[src/rtl/mux4_rr_arbiter.sv]
// Round-robin arbiter for a 4:1 data mux. It grants one requester at a time,
// forwards that requester's data over valid/ready, and caps each grant at HOLD_MAX beats.
module mux4_rr_arbiter #(
   parameter int unsigned DATA_W   = 8,
   parameter int unsigned HOLD_MAX = 4
) (
   input  logic                  clk,
   input  logic                  rst_n,
   input  logic [3:0]            req,
   input  logic [4*DATA_W-1:0]   i,
   input  logic                  y_ready,
   output logic [3:0]            grant,
   output logic [1:0]            sel,
   output logic [DATA_W-1:0]     y,
   output logic                  y_valid,
   output logic                  busy
);

   localparam int unsigned CW = $clog2(HOLD_MAX) + 1;

   typedef enum logic {IDLE, GRANT} state_t;

   state_t          state_q, state_n;
   logic [3:0]      grant_n;
   logic [1:0]      sel_n;
   logic            busy_n;
   logic [CW-1:0]   beat_cnt_q, beat_cnt_n;
   logic [1:0]      last_q, last_n;

   logic [DATA_W-1:0] slice [4];
   logic [1:0]        base;
   logic [1:0]        idx;
   logic [1:0]        win;
   logic              win_found;
   logic              xfer;
   logic              release_grant;

   always_comb begin
      for (int k = 0; k < 4; k++) slice[k] = i[k*DATA_W +: DATA_W];
   end

   // Data path is combinational from i so a beat is forwarded in the cycle it is offered.
   assign y       = (state_q == GRANT) ? slice[sel] : '0;
   assign y_valid = (state_q == GRANT) & req[sel];

   assign xfer          = y_valid & y_ready;
   assign release_grant = (state_q == GRANT) &&
                          (!req[sel] || (xfer && (beat_cnt_q == CW'(HOLD_MAX - 1))));

   // Scan starts after the current winner while releasing, else after the last winner.
   always_comb begin
      base      = (state_q == GRANT) ? sel : last_q;
      idx       = '0;
      win       = '0;
      win_found = 1'b0;
      for (int k = 1; k <= 4; k++) begin
         idx = base + 2'(k);
         if (!win_found && req[idx]) begin
            win_found = 1'b1;
            win       = idx;
         end
      end
   end

   always_comb begin
      state_n    = state_q;
      grant_n    = grant;
      sel_n      = sel;
      busy_n     = busy;
      beat_cnt_n = beat_cnt_q;
      last_n     = last_q;
      case (state_q)
         IDLE: begin
            if (win_found) begin
               state_n    = GRANT;
               grant_n    = 4'b0001 << win;
               sel_n      = win;
               busy_n     = 1'b1;
               beat_cnt_n = '0;
            end
         end
         GRANT: begin
            if (release_grant) begin
               last_n     = sel;
               beat_cnt_n = '0;
               if (win_found) begin
                  grant_n = 4'b0001 << win;
                  sel_n   = win;
               end else begin
                  state_n = IDLE;
                  grant_n = '0;
                  sel_n   = '0;
                  busy_n  = 1'b0;
               end
            end else if (xfer) begin
               beat_cnt_n = beat_cnt_q + CW'(1);
            end
         end
         default: state_n = IDLE;
      endcase
   end

   always_ff @(posedge clk or negedge rst_n) begin
      if (!rst_n) begin
         state_q    <= IDLE;
         grant      <= '0;
         sel        <= '0;
         busy       <= 1'b0;
         beat_cnt_q <= '0;
         last_q     <= 2'd3;
      end else begin
         state_q    <= state_n;
         grant      <= grant_n;
         sel        <= sel_n;
         busy       <= busy_n;
         beat_cnt_q <= beat_cnt_n;
         last_q     <= last_n;
      end
   end

endmodule
[config.mk]
export PLATFORM = sky130hd
export DESIGN_NAME = mux4_rr_arbiter
export DESIGN_NICKNAME = d
export VERILOG_FILES = /design/src/rtl/mux4_rr_arbiter.sv
export SDC_FILE = /design/constraint.sdc
export NUM_CORES = 1
export LEC_CHECK = 0
export ABC_AREA = 1
export CAP_MARGIN = 10
export CORE_ASPECT_RATIO = 0.9
export CORE_MARGIN = 3
export CORE_UTILIZATION = 40
export DETAILED_ROUTE_END_ITERATION = 6
export DONT_BUFFER_PORTS = 1
export SLEW_MARGIN = 20
export SYNTH_ARGS = -nofsm -noshare
export SYNTH_HDL_FRONTEND = slang
export SYNTH_SLANG_ARGS = --single-unit
[constraint.sdc]
create_clock -name clk -period 2.35 [get_ports clk]
set_input_delay 0.3525 -clock clk [delete_from_list [all_inputs] [get_ports clk]]
set_output_delay 0.3525 -clock clk [all_outputs]
set_load 0.01 [all_outputs]
==> flow_metrics.tcl <==
set metrics [dict create \
    status "finished clean" \
    ctsRootBufferMaster "clkbuf_4" \
    cp.required_ps 2560 \
    slowest_delay_ps 480 \
    area_delta_synth_final_pct 8.195 \
    ant_nets 0 \
    num_vias 1231 \
    design.die.area_um2 3711 \
    portBuffers 0 \
    max-cap-violations 0 \
    crit_arrival_ps 2330 \
    worstSetupStartpointType "register" \
    core_area_um2 2815 \
    hold_depth 3 \
    fin_hold_ws_ps 397.7 \
    via_per_inst 5.129 \
    rr_endpoint "grant[3]$_DFFE_PN0P_" \
    grt_first_pass_wirelength_mm 5.416 \
    grt_pass1_vias 1222 \
    yosysSeqAreaShare_pct 27.18 \
    reg2reg_depth 16 \
    post_cts_buffers 0 \
    grtUsageMet3_pct 3.682 \
    multi_input_area_um2 783.3 \
    syn_area_um2 1206 \
    fin_tns_setup_ps 0 \
    cts.sinks 13 \
    drt-initial-drc-count 47 \
    synthesis.nets 237 \
    synth_area_leaders "dfrtp_1 23%, nand2_1 20%, nor2_1 9.6%" \
    cts_buffers 3 \
    critPathKind "reg2reg" \
    cts_htree_levels 1 \
    antenna_found_initial 0 \
    ys_warn_count 0 \
    min_to "beat_cnt_q[0]$_DFFE_PN0P_" \
    gr-usage-met2_pct 30.49 \
    routabilityCongestion 0.8619 \
    overflow 0 \
    total_power_mw 2.554 \
    fmax_mhz 473.0 \
    die_x_um 63.88 \
    maxSlewHeadroom_pct 61.26 \
    top_usage_layer "met2" \
    synth_area_leader_cell "dfrtp_1" \
    firstDrtPassIters 4 \
    critPathMaxFanout 9 \
    endpoint_kind "register" \
    drc 0 \
    slew_violations 0 \
    hpwl_mm 2.545 \
    met1_usage_pct 23.41 \
    layout.nets 243 \
    dpl_cell_area_um2 1260 \
    tightest_slew_ps 579.1 \
    worst_clock_skew_ps 1.782 \
    wl_per_cell_um 13.03 \
    die-height_um 58.10 \
    path_common_cell "nand2_1" \
    p_per_area_nw_per_um2 1957 \
    ys_types 23 \
    start_util_pct 42.84 \
    fin_util_pct 46.36 \
    cts_tree "done" \
    diodes 0 \
    rrSetupSlack_ps 240 \
    min_period_over_period_pct 89.96 \
    p_leak_nw 0.6819 \
    grt_max_degree 18 \
    io_pins 55 \
    setup_viol 0 \
    final_area_um2 1305 \
    seq_area_um2 330.3 \
    min-delay-start "y_ready" \
    wl_mm 3.127 \
    fillers 311 \
    cp_slowest_cell "dfrtp_2" \
    clk_latency_ps 270 \
    reg2reg_from "state_q$_DFF_PN0_" \
    hold_viol 0 \
    hp-class "in2reg" \
    syn_inst 195 \
    grt_usage_pct 17.77 \
    ys_ff_latch 13 \
    path_clk_slew_ps 80 \
    core.rowCount 18 \
    max-vdd-ir-drop_mv 0.8095 \
    synth_top_cell_area_share_pct 22.82 \
    drive_above_1_share_pct 19.00 \
    cts_max_path_buffers 2 \
    avgSynthCellArea_um2 6.185 \
    crit_chain "inv_4, nand2_4, nand2_4, nand2_1, nand2_1, nand2_1, nand2_1, nor2_2, nand3_2, inv_2, ha_1, nor2_2, inv_2, nor2_2, nand2_1, nand2_1" \
    min_period_ps 2114 \
]
[sequential cells by signal (all words and copies together) (netlist names)]
signal,cells
last_q,2
busy,1
sel,2
beat_cnt_q,3
state_q,1
grant,4
[worst max path at each step]
stage	startpoint	endpoint	slack [ps]	cells after the start
after floorplan	sel[0]$_DFFE_PN0P_	grant[3]$_DFFE_PN0P_	410	16
after global placement	state_q$_DFF_PN0_	busy$_DFFE_PN0P_	220	13
after detailed placement	state_q$_DFF_PN0_	grant[2]$_DFFE_PN0P_	170	14
after CTS	state_q$_DFF_PN0_	busy$_DFFE_PN0P_	160	13
after global routing	state_q$_DFF_PN0_	grant[2]$_DFFE_PN0P_	-1	16
final	state_q$_DFF_PN0_	grant[3]$_DFFE_PN0P_	240	16
[where the power goes]
group | switching [mW] | internal [mW] | total [mW]
logic | 1.32 | 0.625 | 1.95
clock network | 0.0743 | 0.0629 | 0.137
registers | 0.122 | 0.348 | 0.470
[timing repair]
item,CTS,global route
setup endpoints to repair,0,8
hold endpoints to repair,13,0
gates resized for setup,0,5
hold buffers,1,0
[per-stage QoR]
step	instances	worst slack [ps]
6_report	240	235.8
3_5_place_dp	235	170.0
2_1_floorplan	195	407.1
4_1_cts	240	156.4
3_3_place_gp	235	218.2
5_1_grt	240	-1.368
[Yosys cell counts]
cell,number
buf_6,1
a21oi_1,4
nor2_1,31
nand2_1,63
inv_1,13
inv_2,5
nand2_4,2
o21ai_1,1
ha_1,3
nand3_2,2
nand4_1,2
o22ai_1,2
dfstp_2,2
clkbuf_1,2
inv_4,1
o32ai_1,8
nor2_2,6
buf_4,1
o21ai_0,17
o21ai_2,1
nand2_2,7
dfrtp_1,11
nand3_1,10
[area by class of cell]
type	instances	area share [%]
Clock buffer	3	1.726
Clock inverter	1	0.3835
Inverter	19	5.657
Multi-Input combinational cell	159	60.02
Sequential cell	13	25.31
Tap cell	40	3.835
Timing Repair Buffer	5	3.068
[metal layers]
layer  up-vias  wire (um)
met2        23       1497
met4         0         13
met3         2        139
met1       556       1476
li1        650          -
met5         -          0
[worst max-delay path, delay by kind of cell, from the launching register on]
family                     cells  cell delay, ps
adders and majority gates      1             220
and+or+nand+nor               12            1080
DFF                            1             480
buffers and inverters          3             260
[cells by family after synthesis]
| logic type | after synthesis | share of synthesized area (%) |
|---|---|---|
| buffers and inverters | 23 | 8.300 |
| DFF | 13 | 27.18 |
| adders and majority gates | 3 | 3.112 |
| and+or+nand+nor | 123 | 44.71 |
| AOI/OAI and AO/OA | 33 | 16.70 |
[cell usage in the layout, fill, tap and decap left out, types with 2 or more instances in the layout]
master,n
o22ai_1,2
o21ai_0,16
dfrtp_1,9
o21ai_1,2
ha_1,3
nand3_2,2
buf_4,4
nand2_4,2
nand2_2,7
nand4_1,2
nand3_1,10
dfrtp_2,2
a21oi_1,4
clkbuf_4,3
dfstp_2,2
nor2_2,8
o32ai_1,8
nand2_1,63
inv_2,5
inv_1,13
nor2_1,29
No activity file was read; power rests on OpenSTA's default activity.
